[src/rtl/kb_event_decoder.sv]
// kb_event_decoder
//   Turns a stream of PS/2 set-2 scancode bytes into key events for a
//   character ROM. Tracks break (F0) and extended (E0) prefixes, the two
//   shift keys, caps-lock and a two-language layout toggle. Each make code
//   that is not a modifier produces a one-cycle addr_tick together with a
//   new ROM address, followed one cycle later by char_tick.
//   A partially received prefix sequence is abandoned after TIMEOUT_CYCLES
//   idle cycles.
//
// Ports
//   clk          in   system clock, rising edge
//   reset        in   synchronous active-high reset
//   rx_done_tick in   strobe: rx_data holds a new byte
//   rx_data      in   [7:0] received byte
//   rom_addr     out  [9:0] {lang, upper, scancode}
//   addr_tick    out  pulse when rom_addr takes a new key value
//   char_tick    out  addr_tick delayed by one cycle
//   caps_on      out  caps-lock state
//   lang         out  layout select (0 English, 1 Thai)
module kb_event_decoder #(
  parameter int TIMEOUT_CYCLES = 2000000
) (
  input  logic       clk,
  input  logic       reset,
  input  logic       rx_done_tick,
  input  logic [7:0] rx_data,
  output logic [9:0] rom_addr,
  output logic       addr_tick,
  output logic       char_tick,
  output logic       caps_on,
  output logic       lang
);

  localparam int CW = (TIMEOUT_CYCLES > 1) ? $clog2(TIMEOUT_CYCLES) : 1;
  localparam logic [CW-1:0] CNT_MAX = CW'(TIMEOUT_CYCLES - 1);

  localparam logic [7:0] K_BRK  = 8'hF0;
  localparam logic [7:0] K_EXT  = 8'hE0;
  localparam logic [7:0] K_SHL  = 8'h12;
  localparam logic [7:0] K_SHR  = 8'h59;
  localparam logic [7:0] K_CAPS = 8'h58;
  localparam logic [7:0] K_LANG = 8'h0E;
  localparam logic [7:0] K_BAT  = 8'hAA;
  localparam logic [7:0] K_ACK  = 8'hFA;
  localparam logic [7:0] K_RSD  = 8'hFE;
  localparam logic [7:0] K_ECHO = 8'hEE;

  typedef enum logic [1:0] {
    S_IDLE    = 2'd0,
    S_BRK     = 2'd1,
    S_EXT     = 2'd2,
    S_EXT_BRK = 2'd3
  } state_t;

  state_t          r_state;
  state_t          w_state_nxt;
  logic [CW-1:0]   r_cnt;
  logic [CW-1:0]   w_cnt_nxt;

  logic            r_shift_l;
  logic            r_shift_r;
  logic            r_caps;
  logic            r_lang;
  logic [9:0]      r_rom_addr;
  logic            r_addr_tick;
  logic            r_char_tick;

  logic            w_emit;
  logic            w_set_l;
  logic            w_set_r;
  logic            w_clr_l;
  logic            w_clr_r;
  logic            w_tog_caps;
  logic            w_tog_lang;

  // State and timeout counter registers.
  always_ff @(posedge clk) begin
    if (reset) begin
      r_state <= S_IDLE;
      r_cnt   <= '0;
    end else begin
      r_state <= w_state_nxt;
      r_cnt   <= w_cnt_nxt;
    end
  end

  // Next state and counter: a byte always wins over a coinciding timeout.
  always_comb begin
    w_state_nxt = r_state;
    w_cnt_nxt   = r_cnt;
    if (rx_done_tick) begin
      w_cnt_nxt = '0;
      case (r_state)
        S_IDLE: begin
          if (rx_data == K_BRK) begin
            w_state_nxt = S_BRK;
          end else if (rx_data == K_EXT) begin
            w_state_nxt = S_EXT;
          end else begin
            w_state_nxt = S_IDLE;
          end
        end
        S_BRK: begin
          w_state_nxt = (rx_data == K_BRK) ? S_BRK : S_IDLE;
        end
        S_EXT: begin
          if (rx_data == K_EXT) begin
            w_state_nxt = S_EXT;
          end else if (rx_data == K_BRK) begin
            w_state_nxt = S_EXT_BRK;
          end else begin
            w_state_nxt = S_IDLE;
          end
        end
        S_EXT_BRK: w_state_nxt = S_IDLE;
        default:   w_state_nxt = S_IDLE;
      endcase
    end else if (r_state != S_IDLE) begin
      if (r_cnt == CNT_MAX) begin
        w_state_nxt = S_IDLE;
        w_cnt_nxt   = '0;
      end else begin
        w_cnt_nxt = r_cnt + CW'(1);
      end
    end else begin
      w_cnt_nxt = '0;
    end
  end

  // Per-byte actions: modifier updates and event generation.
  always_comb begin
    w_emit     = 1'b0;
    w_set_l    = 1'b0;
    w_set_r    = 1'b0;
    w_clr_l    = 1'b0;
    w_clr_r    = 1'b0;
    w_tog_caps = 1'b0;
    w_tog_lang = 1'b0;
    if (rx_done_tick) begin
      case (r_state)
        S_IDLE: begin
          case (rx_data)
            K_SHL:  w_set_l    = 1'b1;
            K_SHR:  w_set_r    = 1'b1;
            K_CAPS: w_tog_caps = 1'b1;
            K_LANG: w_tog_lang = 1'b1;
            K_BRK, K_EXT, K_BAT, K_ACK, K_RSD, K_ECHO: w_emit = 1'b0;
            default: w_emit = 1'b1;
          endcase
        end
        S_BRK: begin
          // Only the shift releases matter; other break codes are silent.
          if (rx_data == K_SHL) begin
            w_clr_l = 1'b1;
          end else if (rx_data == K_SHR) begin
            w_clr_r = 1'b1;
          end else begin
            w_clr_l = 1'b0;
          end
        end
        default: w_emit = 1'b0;
      endcase
    end else begin
      w_emit = 1'b0;
    end
  end

  // Modifier state registers.
  always_ff @(posedge clk) begin
    if (reset) begin
      r_shift_l <= 1'b0;
      r_shift_r <= 1'b0;
      r_caps    <= 1'b0;
      r_lang    <= 1'b0;
    end else begin
      if (w_set_l) r_shift_l <= 1'b1;
      else if (w_clr_l) r_shift_l <= 1'b0;
      if (w_set_r) r_shift_r <= 1'b1;
      else if (w_clr_r) r_shift_r <= 1'b0;
      if (w_tog_caps) r_caps <= ~r_caps;
      if (w_tog_lang) r_lang <= ~r_lang;
    end
  end

  // Event outputs; the address uses modifier state from before this byte.
  always_ff @(posedge clk) begin
    if (reset) begin
      r_rom_addr  <= 10'h000;
      r_addr_tick <= 1'b0;
      r_char_tick <= 1'b0;
    end else begin
      r_addr_tick <= w_emit;
      r_char_tick <= r_addr_tick;
      if (w_emit) begin
        r_rom_addr <= {r_lang, (r_shift_l | r_shift_r) ^ r_caps, rx_data};
      end
    end
  end

  assign rom_addr  = r_rom_addr;
  assign addr_tick = r_addr_tick;
  assign char_tick = r_char_tick;
  assign caps_on   = r_caps;
  assign lang      = r_lang;

endmodule

[config.mk]
export PLATFORM = sky130hd
export DESIGN_NAME = kb_event_decoder
export DESIGN_NICKNAME = d
export VERILOG_FILES = /design/src/rtl/kb_event_decoder.sv
export SDC_FILE = /design/constraint.sdc
export NUM_CORES = 1
export LEC_CHECK = 0
export BUFFER_PORTS_ARGS = -buffer_cell sky130_fd_sc_hd__buf_2
export CORE_ASPECT_RATIO = 1.5
export CORE_MARGIN = 2
export CORE_UTILIZATION = 49
export DETAILED_ROUTE_END_ITERATION = 8
export PLACE_DENSITY = 0.71
export SLEW_MARGIN = 20
export SYNTH_ARGS = -nofsm -noshare
export SYNTH_HDL_FRONTEND = slang
export SYNTH_SLANG_ARGS = --single-unit
[constraint.sdc]
create_clock -name clk -period 1.7 [get_ports clk]
set_input_delay 0.51 -clock clk [delete_from_list [all_inputs] [get_ports clk]]
set_output_delay 0.51 -clock clk [all_outputs]
set_load 0.01 [all_outputs]
; Yosys cells after proc, flatten, opt, wreduce, memory -nomap -nowiden
; Index checks and enable logic that the tools add are counted.
[word_totals]
reg_bits = 39
word_cells = 71
[op_classes]
n_addsub = 1
eq_ne = 14
n_mux = 33
bitwise_logic = 5
reduce_logical = 9
[ops]
columns = cell, count
row1 = "equality test 8 bit, second input constant", 6
row2 = two-way mux 1 bit, 25
row3 = "adder 21 x 1 -> 21 bit, second input constant", 1
row4 = "equality test 21 bit, second input constant", 1
row5 = "equality test 8 x 7 -> 1 bit, second input constant", 2
row6 = two-way mux 2 bit, 7
row7 = nonzero test 2 bit, 5
row8 = OR reduction 10 bit, 1
row9 = "equality test 8 x 4 -> 1 bit, second input constant", 1
row10 = "equality test 8 x 5 -> 1 bit, second input constant", 1
row11 = one-hot mux 2 bit (4 select lines), 1
row12 = "equality test 2 bit, second input constant", 2
row13 = OR reduction 4 bit, 1
row14 = NOT 1 bit, 3
row15 = "equality test 2 x 1 -> 1 bit, second input constant", 1
row16 = zero test 2 bit, 1
row17 = AND reduction 2 bit, 1
row18 = bitwise OR 1 bit, 1
row19 = XOR 1 bit, 1

; Longest topological paths before layout
; Gate-level depths: netlist (run 1).
[logic_depth]
word_depth = 7
depth_mapped = 7
mapped_depth_nobuf = 6

; Least setup slack after synthesis (run 1)
; Ideal clock, no wire load.
[synth_path]
path_kind = input to register
from = input port rx_data[2]
to = register r_rom_addr[8], in the netlist rom_addr[8]
setup_ps = 133
t_arrival_ps = 1647
t_required_ps = 1567
slack_ps = -80
cell_stages = 6
path_buffers = 1
cell_sequence = or4b_4 > nor3b_4 > buf_6 > nor2_1 > nand4_1 > o21ai_0
[synth_via]
elab_chain_len = 5
word_cells_on_any_way = 14
[synth_lines]
columns = item, line_no
row1 = "start, declared", 26  ; input logic [7:0] rx_data,
row2 = "equality test 8 bit, or another cell as far along", 142  ; case (rx_data)
row3 = OR reduction 10 bit (no line) *, --
row4 = two-way mux 1 bit *, 142
row5 = two-way mux 1 bit *, 140  ; case (r_state)
row6 = two-way mux 1 bit *, 139  ; if (rx_done_tick) begin
row7 = "end signal, assigned", 195  ; r_rom_addr <= {r_lang, (r_shift_l | r_shift_r) ^ r_caps, rx_data};
row8 = "end, declared", 64  ; logic [9:0] r_rom_addr;
; Every way passes the cells marked *; elsewhere a longest branch is shown, timed or not.
; A chain may end at the register's enable or synchronous reset.

; Final worst setup path (run 1)
[layout_path]
from = input port rx_data[5]
to = register r_rom_addr[7], in the netlist rom_addr[7]
; Same word-level chain as after synthesis.

==> summary.txt, run 1 <==
Clock tree
  – Reg clk slew, reported paths: about 80 ps
  – Clk Latency, worst-skew pair: around 300 ps
  – Cts hold-fix bufs: 0
  – H-tree Lvls: 2
  – CTS sink count: 39
  – CTS tree: done
  – Total CTS buffers: 5
  – Root buffer cell: clkbuf_8
  – Max clock buf depth: 2

Timing
  – Pins Over Slew Limit: 0
  – Layout Skew: roughly 10 ps
  – Crit path time final: around 1700 ps
  – Slew headroom: 0.7344
  – Fmax: approximately 580 MHz
  – RSZ-0062 raised after global routing: yes
  – Worst Tran Pin Value: 395.4 ps
  – Final setup violation count: 8
  – Final worst setup slack: -17.60 ps
  – Final Hold Viols: 0
  – Period utilization: 1.010

GRT
  – All-layer global routing usage: 0.2182
  – Largest net degree at the start of global routing: 22
  – Number of global-route vias before repair: between 1500 and 2000
  – Initial antenna violation count: 0
  – GRT overflow: 0
  – First-pass GRT wire length: just under 7 mm

Run
  – Max cap viols: 0

Logic synthesis
  – Sequential share of the synthesized area: 0.4188
  – Distinct cell type count after synthesis: 47
  – Adder-Cell Fraction of Synth Area: 0.006711
  – Area of the mapped netlist: roughly 0.0019 sq mm
  – Post-synth EDFFs: 0
  – Ys Warns: 0
  – Synthesized area per cell: around 9.4 sq um
  – Seq cells post-synth: 39
  – Post-Synth XOR/XNOR Area: 0.09866
  – Mux cell area share after synthesis: 0.005369
  – Synth top area share: 0.4188
  – Synth Area in Compound Gates: 0.1329
  – Post-Syn Instances: between 150 and 200
  – Post-synth top flop: dfxtp_1
  – Cell taking the most area after synthesis: dfxtp_1
  – Syn_nets: 211
  – Largest family of logic cells by synthesized area: simple AND/OR/NAND/NOR gates
  – Synth area leaders: dfxtp_1 42%, nor2_1 6.4%, xor2_1 6.1%
  – Fraction of registers with async set/reset: 0
  – Simple-gate share of the synthesized area: 0.2980

Floorplanning
  – Die height: ~80 um
  – FP Rows: 27
  – Placeable Area: 0.003649 sq mm
  – Die ar.: ~0.0043 sq mm
  – # IOs: 25
  – Die width: ~54 um
  – Effective utilization at floorplan: 0.5110

Drt
  – Vias per cell: 5.582
  – DRC Markers: 0
  – TritonRoute pass-1 iters: 4
  – Final wirelength: 4.358 mm
  – Post-route ant nets: 0
  – Initial DRC Count: 37
  – Via count: roughly 1700
  – WL per Instance: 14.34 um

Power and ir drop
  – P per Cell Area: around 740 mW/mm^2
  – Internal: 1.498 mW
  – VDD IR-drop max: 0.8453 mV
  – Logic gate share of total power: 0.095
  – Pleak: around 1.1 nW
  – Seq pwr share: 0.490
  – Switching part of the total power: 0.2146
  – NetSw: 0.4093 mW
  – Clock power frac: 0.416

Cells and area
  – Fraction of layout cells with a size suffix above 1: 0.3831
  – Fill count: between 200 and 300
  – Final nets: 272
  – Reg area: approximately 800 sq um
  – Multi-input logic area: 0.001156 sq mm
  – Antenna cells: 0
  – Non-filler cells, final: 304
  – P&R area growth vs syn: 37.72%

Worst setup path
  – Worst EP arrival: 1900 ps
  – WS Path Type: input port to flip-flop
  – Critical path startpoint category: input port
  – Worst EP required: between 1500 and 2000 ps
  – Peak fanout along the critical path: 7
  – Crit end category: flip-flop

Place
  – Dpl hpwl: between 3 and 4 mm
  – Inst Count DP: 291
  – Port Buffers: 24
  – Pre-CTS setup slack: -364.7 ps
  – GPL Wtd Cong: roughly 0.82

Status
  – Result of the run: finished with violations
  – Failing checks: negative setup slack

Hold path
  – Hold Crit Class: flip-flop to flip-flop
-- per-stage QoR --
step	utilization	hold slack, ps	power (mW)	area, sq um	setup TNS, ps
final	0.7037	472.1	1.907	2567	-83.38
after global routing	0.7037	481.2	1.979	2567	-520.1
after CTS	0.6650	462.6	1.916	2426	-99.00
after detailed placement	0.6156	451.6	1.104	2246	-5227
after global placement	0.6156	439.8	1.101	2246	-4165
after floorplan	-	429.8	1.021	1877	-701.9
-- what timing repair did --
action                                  in CTS  in global routing
gates resized for setup                      9                 19
endpoints found under the setup margin      34                 36
buffers inserted                             2                  3
pin swaps                                    3                 12
-- power by group through the flow --
| stage | Clock, mW | Combinational [mW] | Sequential (mW) |
|---|---|---|---|
| 6_report | 0.793 | 0.180 | 0.934 |
| 5_1_grt | 0.850 | 0.192 | 0.937 |
| 4_1_cts | 0.820 | 0.162 | 0.934 |
| 3_5_place_dp | 0 | 0.149 | 0.955 |
| 3_3_place_gp | 0 | 0.147 | 0.955 |
| 2_1_floorplan | 0 | 0.0587 | 0.963 |
-- worst max-delay path, stage by stage --
cell	delay (ps)
buf_8	100
or4b_4	550
nor3b_4	310
nor3_4	70
buf_6	150
a31o_4	210
-- cells by family after synthesis --
logic type                 count (synthesis)
muxes                                      1
DFF                                       39
xor gates and xnor gates                  21
buffers and inverters                     13
adders and majority gates                  1
and+or+nand+nor                           95
AOI/OAI and AO/OA                         29
-- registers in the layout, summed over array words and instances (netlist names) --
register and count:
addr_tick 1, caps_on 1, char_tick 1, lang 1, r_cnt 21, r_shift_l 1
r_shift_r 1, r_state 2, rom_addr 10
-- layout make-up --
| cell class | count | area share |
|---|---|---|
| Tap cell | 43 | 0.02096 |
| Inverter | 6 | 0.008772 |
| Multi-Input combinational cell | 147 | 0.4503 |
| Clock inverter | 2 | 0.01365 |
| Timing Repair Buffer | 61 | 0.1701 |
| Clock buffer | 6 | 0.03216 |
| Sequential cell | 39 | 0.3041 |
-- path summary, 6_finish.rpt --
kind                                           start                        to  slack [ps]  depth (start not counted)
worst max-delay path                      rx_data[5]  rom_addr[7]$_SDFFE_PP0P_         -20                          6
worst min-delay path            addr_tick$_SDFF_PP0_      char_tick$_SDFF_PP0_         470                          1
worst max register to register  r_cnt[14]$_SDFF_PP0_   r_state[1]$_SDFFE_PP0P_          70                          5
worst min register to register  addr_tick$_SDFF_PP0_      char_tick$_SDFF_PP0_         470                          1
-- cell usage in the layout, fill, tap and decap left out, types with 7 or more instances in the layout --
| cell type | instances |
|---|---|
| dfxtp_1 | 39 |
| nand2_1 | 12 |
| buf_2 | 21 |
| buf_4 | 34 |
| nor2_1 | 30 |
| a31o_4 | 7 |
| nand4_1 | 10 |
| xnor2_1 | 8 |
| o311a_1 | 9 |
| xor2_1 | 13 |
-- synthesized netlist by cell type (all sizes together) (2+ instances only) --
library cell	instances
xnor2	8
nand4	10
nor4b	2
a31o	9
nor2	32
nor4	3
nand3	6
nor2b	2
and4b	3
or3	2
clkbuf	2
nand2	12
o311a	9
nor3	5
dfxtp	39
xor2	13
and3	5
o21ai	5
inv	6
nor3b	5
buf	5
-- per-layer routing --
metal,global-route usage,up-vias,wire length (um)
li1,-,847,-
met1,0.2175,813,1727
met2,0.3964,28,2387
met3,0.04682,9,136
met4,0.1150,0,106
met5,0,-,0
(Power assumes the default switching activity.)
==> inputs of run 2 (changes only) <==
Clock period 1.7 ns to 1.5 ns, I/O delays scaled along.
==> run 2 against run 1 <==
The flow still finishes with violations (negative setup slack). Final cell count up 5.9%. Final area up 12%. Via count up 9.0%. Clock power down 9.2%. Setup slack worse by 150 ps. Sequential cell count unchanged. Count of clock-buffer cells in the layout down 1. Register-to-register slack worse by 200 ps. Critical path depth unchanged. Critical path type unchanged.
==> summary.txt, run 2 (same netlist as run 1, synthesis figures left out) <==
Power and ir drop
  – Logic gate share of total power: 0.135 (+0.040)
  – Switching part of the total power: 0.2574 (+0.04275)
  – Pleak: 1.214 nW (+11%)
  – NetSw: 0.5295 mW (+29%)
  – Seq pwr share: 0.515 (+0.025)
  – Clock power frac: 0.350 (-0.066)
  – P per Cell Area: 712.8 mW/mm^2 (-4.0%)
  – Internal: 1.528 mW (+2.0%)
  – VDD IR-drop max: 0.8936 mV (+5.7%)

Drt
  – Final wirelength: 5.562 mm (+28%)
  – Vias per cell: 5.745 (+2.9%)
  – TritonRoute pass-1 iters: 4 (unchanged)
  – Post-route ant nets: 0 (unchanged)
  – DRC Markers: 0 (unchanged)
  – Initial DRC Count: 30 (-19%)
  – WL per Instance: 17.27 um (+20%)
  – Via count: 1850 (+9.0%)

GRT
  – First-pass GRT wire length: 7.445 mm (+7.3%)
  – All-layer global routing usage: 0.2368 (+0.01853)
  – Number of global-route vias before repair: 1667 (+2.7%)
  – GRT overflow: 0 (unchanged)
  – Largest net degree at the start of global routing: 19 (-14%)
  – Initial antenna violation count: 0 (unchanged)

Cells and area
  – Fill count: 222 (-24%)
  – P&R area growth vs syn: 54.83%
  – Most common cell after layout, fill and taps aside: buf_4
  – Top reg by flops: r_cnt
  – Antenna cells: 0 (unchanged)
  – Reg area: 787.0 sq um (+0.80%)
  – Fraction of layout cells with a size suffix above 1: 0.4731 (+0.08998)
  – Max FFs per register: 21 (unchanged)
  – Final nets: 290 (+6.6%)
  – Most frequent cells in the layout: 43 x buf_4, 34 x dfxtp_1, 25 x nor2_1, 16 x buf_2, 13 x xor2_1
  – Multi-input logic area: 0.001276 sq mm (+10%)

Floorplanning
  – Placeable Area: 0.003649 sq mm (unchanged)
  – FP Rows: 27 (unchanged)
  – # IOs: 25 (unchanged)
  – Effective utilization at floorplan: 0.5110 (unchanged)
  – Die ar.: 0.004324 sq mm (unchanged)
  – Die height: 79.55 um (unchanged)
  – Die width: 54.37 um (unchanged)

Hold path
  – Hold Crit Depth: 2 (+1)
  – Hold Startpoint: reset
  – WHS Endpoint: lang$_SDFFE_PP0P_
  – Hold Crit Class: input port to flip-flop

Worst setup path
  – Worst reg2reg setup slack: -130 ps (-200 ps)
  – Crit end category: flip-flop
  – Critical path startpoint category: input port
  – Worst EP required: 1710 ps (-170 ps)
  – Reg-to-Reg End: r_cnt[3]$_SDFF_PP0_
  – Worst EP arrival: 1880 ps (-20 ps)
  – Peak fanout along the critical path: 5 (-2)
  – WS Path Type: input port to flip-flop
  – Worst Reg-to-Reg Cells: 6 (+1)
  – R2r startpoint: r_cnt[12]$_SDFF_PP0_

Place
  – Pre-CTS setup slack: -525.7 ps (-161.0 ps)
  – GPL Wtd Cong: 0.7907 (-3.1%)
  – Dpl hpwl: 3.334 mm (+8.0%)
  – Port Buffers: 24 (unchanged)

Clock tree
  – H-tree Lvls: 2 (unchanged)
  – Clk Latency, worst-skew pair: 300 ps (about the same)
  – Total CTS buffers: 5 (unchanged)
  – Reg clk slew, reported paths: 80 ps (about the same)
  – Max clock buf depth: 2 (unchanged)
  – Root buffer cell: clkbuf_8
  – Cts hold-fix bufs: 0 (unchanged)
  – CTS tree: done
  – CTS sink count: 39 (unchanged)

Timing
  – Fmax: 598.2 MHz
  – RSZ-0062 raised after global routing: yes
  – Final Hold Viols: 0 (unchanged)
  – Period utilization: 1.115
  – Final setup violation count: 36 (+28)
  – Slew headroom: 0.7741 (+0.03974)
  – Pins Over Slew Limit: 0 (unchanged)
  – Crit path time final: 1672 ps
  – Setup TNS: -4644 ps (-4560 ps)
  – Layout Skew: 10.90 ps (+1.061 ps)
  – Final worst setup slack: -171.8 ps (-154.2 ps)
  – Worst Tran Pin Value: 334.1 ps (-61.27 ps)

Status
  – Failing checks: negative setup slack
  – Result of the run: finished with violations

Run
  – Max cap viols: 0 (unchanged)
-- run 2: power groups by stage --
stage,Combinational [mW],Clock [mW],Sequential [mW]
5_1_grt,0.290,0.777,1.06
4_1_cts,0.210,0.726,1.06
3_5_place_dp,0.181,0,1.08
2_1_floorplan,0.0678,0,1.09
6_report,0.279,0.720,1.06
3_3_place_gp,0.179,0,1.08
-- run 2: worst max path at each step --
stage,start,end,cells after the start
3_3_place_gp,rx_data[2],rom_addr[0]$_SDFFE_PP0P_,7
2_1_floorplan,rx_data[2],rom_addr[1]$_SDFFE_PP0P_,4
5_1_grt,r_cnt[12]$_SDFF_PP0_,r_cnt[10]$_SDFF_PP0_,6
6_report,rx_data[2],rom_addr[5]$_SDFFE_PP0P_,6
4_1_cts,r_cnt[12]$_SDFF_PP0_,r_state[0]$_SDFFE_PP0P_,5
3_5_place_dp,rx_data[2],rom_addr[5]$_SDFFE_PP0P_,7
-- run 2: stage by stage --
stage / std cells / area, sq um / power [mW] / util / hold slack (ps)
after floorplan: 199 / 1902 / 1.159 / - / 429.8
after global placement: 304 / 2381 / 1.261 / 0.6526 / 447.6
after detailed placement: 304 / 2381 / 1.264 / 0.6526 / 457.0
after CTS: 315 / 2634 / 1.994 / 0.7219 / 371.4
after global routing: 322 / 2887 / 2.128 / 0.7912 / 379.5
final: 322 / 2887 / 2.058 / 0.7912 / 368.6
-- run 2: what timing repair did --
action,in CTS,in global routing
pin swaps,11,25
endpoints found under the setup margin,36,37
gates cloned,1,2
setup buffers,2,5
resized for setup,24,40
-- run 2: layer usage --
layer | vias up | share of wire | GRT usage
met5 | - | 0 | 0
met4 | 0 | 0.041 | 0.1150
met3 | 18 | 0.033 | 0.04869
met2 | 50 | 0.54 | 0.4361
met1 | 893 | 0.39 | 0.2359
li1 | 889 | - | -
-- run 2: final cells by class --
cell class,count,area share
Inverter,6,0.007802
Timing Repair Buffer,77,0.2280
Clock inverter,3,0.006935
Tap cell,43,0.01864
Sequential cell,39,0.2726
Multi-Input combinational cell,149,0.4421
Clock buffer,5,0.02384
-- run 2: critical path: stages --
cell and delay (ps):
buf_6 90, or4b_4 570, nor3b_4 280, nor3_4 100, buf_12 150, a31o_4 230
==> inputs of run 3 (changes only) <==
Settings changed: CORE_MARGIN 2 to not set.
==> run 3 against run 2 <==
The flow still finishes with violations (negative setup slack). Total power grew 5.9%. Final area shrank 3.1%. Sequential cell count is the same. Core utilization shrank 2.5 points. Die area shrank 6.1%. First-iteration DRC count grew 37%. Via count shrank 1.1%. Sequential power is essentially flat. Count of clock-buffer cells in the layout is the same. Critical path type unchanged. Largest power group unchanged.
==> summary.txt, run 3 (same netlist as run 1, synthesis figures left out) <==
Worst setup path
  – Worst Reg-to-Reg Cells: 5 (-1)
  – R2r startpoint: r_cnt[12]$_SDFF_PP0_
  – Crit end category: flip-flop
  – WS Path Type: input port to flip-flop
  – Reg-to-Reg End: r_state[1]$_SDFFE_PP0P_
  – Worst EP arrival: 1880 ps (about the same)
  – Peak fanout along the critical path: 5 (unchanged)
  – Worst reg2reg setup slack: -140 ps (about the same)
  – Critical path startpoint category: input port
  – Critical-path cell list: buf_8, or4b_4, nor3b_4, nor3_4, buf_6, a31o_4
  – Worst EP required: 1710 ps (about the same)
  – CP peak stage delay: 560 ps (about the same)
  – Max stage delay cell, worst path: or4b_4

Clock tree
  – Total CTS buffers: 5 (unchanged)
  – Clk Latency, worst-skew pair: 300 ps (about the same)
  – CTS tree: done
  – CTS sink count: 39 (unchanged)
  – Reg clk slew, reported paths: 80 ps (about the same)
  – H-tree Lvls: 2 (unchanged)
  – Root buffer cell: clkbuf_8
  – Max clock buf depth: 2 (unchanged)

GRT
  – Largest net degree at the start of global routing: 22 (+3)
  – All-layer global routing usage: 0.2661 (+0.02936)
  – GRT overflow: 0 (unchanged)
  – Initial antenna violation count: 0 (unchanged)
  – Number of global-route vias before repair: 1853 (+11%)
  – First-pass GRT wire length: 8.059 mm (+8.2%)

Timing
  – Crit path time final: 1676 ps (+3.880 ps)
  – Final setup violation count: 37 (+2.8%)
  – Final Hold Viols: 0 (unchanged)
  – Worst Tran Pin Value: 454.7 ps (+120.6 ps)
  – Period utilization: 1.117 (+0.002587)
  – Final worst setup slack: -175.6 ps (-3.880 ps)
  – Fmax: 596.8 MHz (-0.23%)
  – Pins Over Slew Limit: 0 (unchanged)
  – Slew headroom: 0.6962 (-0.07793)
  – RSZ-0062 raised after global routing: yes
  – Setup TNS: -4509 ps (+134.7 ps)
  – Layout Skew: 10.97 ps (+0.07610 ps)

Hold path
  – WHS Endpoint: lang$_SDFFE_PP0P_
  – Hold Crit Class: input port to flip-flop
  – Hold Crit Depth: 2 (unchanged)
  – Hold Startpoint: reset

Cells and area
  – Most frequent cells in the layout: 50 x buf_4, 33 x dfxtp_1, 30 x nor2_1, 19 x buf_2, 13 x xor2_1
  – Finished Cell Area: 0.002796 sq mm (-3.1%)
  – Most common cell after layout, fill and taps aside: buf_4
  – Fill count: 254 (+14%)
  – Top reg by flops: r_cnt
  – Max FFs per register: 21 (unchanged)
  – Antenna cells: 0 (unchanged)
  – Core Util, Final: 0.7665 (-0.02469)
  – P&R area growth vs syn: 50.00%
  – Final nets: 290 (unchanged)
  – Fraction of layout cells with a size suffix above 1: 0.4731 (unchanged)

Status
  – Failing checks: negative setup slack
  – Result of the run: finished with violations

Floorplanning
  – Die ar.: 0.004061 sq mm (-6.1%)
  – Die width: 52.37 um (-3.7%)
  – FP Rows: 27 (unchanged)
  – Effective utilization at floorplan: 0.5110 (unchanged)
  – Placeable Area: 0.003649 sq mm (unchanged)
  – Die height: 77.55 um (-2.5%)
  – # IOs: 25 (unchanged)

Drt
  – Via count: 1829 (-1.1%)
  – WL per Instance: 15.98 um (-7.5%)
  – Vias per cell: 5.680 (-1.1%)
  – Final wirelength: 5.144 mm (-7.5%)
  – Post-route ant nets: 0 (unchanged)
  – DRC Markers: 0 (unchanged)
  – TritonRoute pass-1 iters: 4 (unchanged)
  – Initial DRC Count: 41 (+37%)

Place
  – GPL Wtd Cong: 0.8430 (+6.6%)
  – Placed inst area: 0.002419 sq mm (+1.6%)
  – Port Buffers: 24 (unchanged)
  – Dpl hpwl: 3.340 mm (+0.20%)

Power and ir drop
  – VDD IR-drop max: 0.8880 mV (-0.64%)
  – P per Cell Area: 779.4 mW/mm^2 (+9.3%)
  – Pleak: 1.186 nW (-2.3%)

Run
  – Max cap viols: 0 (unchanged)
[run 3: cell count changes in the layout (fill, tap and decap cells not counted), sizes merged]
cell      delta
buf          +3
clkinvlp     -2
a21bo        -1
bufinv       +1
clkbuf       -1
clkinv       +1
nand3        -1
[run 3: worst max-delay path by stage]
stage	startpoint	endpoint	slack (ps)
after floorplan	rx_data[2]	rom_addr[1]$_SDFFE_PP0P_	-200
after global placement	rx_data[2]	rom_addr[9]$_SDFFE_PP0P_	-430
after detailed placement	rx_data[6]	rom_addr[0]$_SDFFE_PP0P_	-470
after CTS	rx_data[7]	rom_addr[6]$_SDFFE_PP0P_	-140
after global routing	rx_data[7]	rom_addr[3]$_SDFFE_PP0P_	-190
final	rx_data[7]	rom_addr[6]$_SDFFE_PP0P_	-180
[run 3: metrics by stage]
step	hold slack [ps]	power (mW)	setup WS (ps)	instances
2_1_floorplan	429.8	1.159	-205.0	199
3_3_place_gp	442.3	1.262	-432.1	309
3_5_place_dp	454.4	1.265	-469.0	309
4_1_cts	365.0	2.179	-142.9	323
5_1_grt	375.3	2.254	-188.8	322
6_report	365.5	2.179	-175.6	322
[run 3: repair_timing]
action | in CTS | in global routing
endpoints found under the setup margin | 37 | 38
buffers inserted | 6 | 0
pin swaps | 19 | 13
resized for setup | 28 | 19
hold buffers | 0 | 0
[run 3: routing by layer]
| layer | up-vias | global-route usage | routed length [um] |
|---|---|---|---|
| met2 | 45 | 0.4861 | 2930 |
| met3 | 13 | 0.06471 | 178 |
| met5 | - | 0 | 0 |
| met1 | 888 | 0.2645 | 1883 |
| met4 | 0 | 0.1289 | 152 |
| li1 | 883 | - | - |
[run 3: layout make-up]
| type | instances | area [sq um] | area share |
|---|---|---|---|
| inverter | 6 | 22.52 | 0.008054 |
| clock inverter | 3 | 43.79 | 0.01566 |
| tap | 43 | 53.80 | 0.01924 |
| multi-input combinational | 147 | 1215 | 0.4345 |
| clock buffer | 5 | 68.82 | 0.02461 |
| timing repair buffer | 79 | 604.3 | 0.2161 |
| sequential | 39 | 788.3 | 0.2819 |
[run 3: critical path: cells and delay by family]
kind            cells  cell delay [ps]
simple gates        3              980
compound gates      1              200
buf+inv             2              250
[run 3: where the power goes]
part           internal, mW  switching, mW  leakage (nW)  total (mW)
clock                 0.495          0.382        0.0581       0.877
sequential             1.05        0.00892         0.319        1.06
combinational         0.130          0.112         0.809       0.242
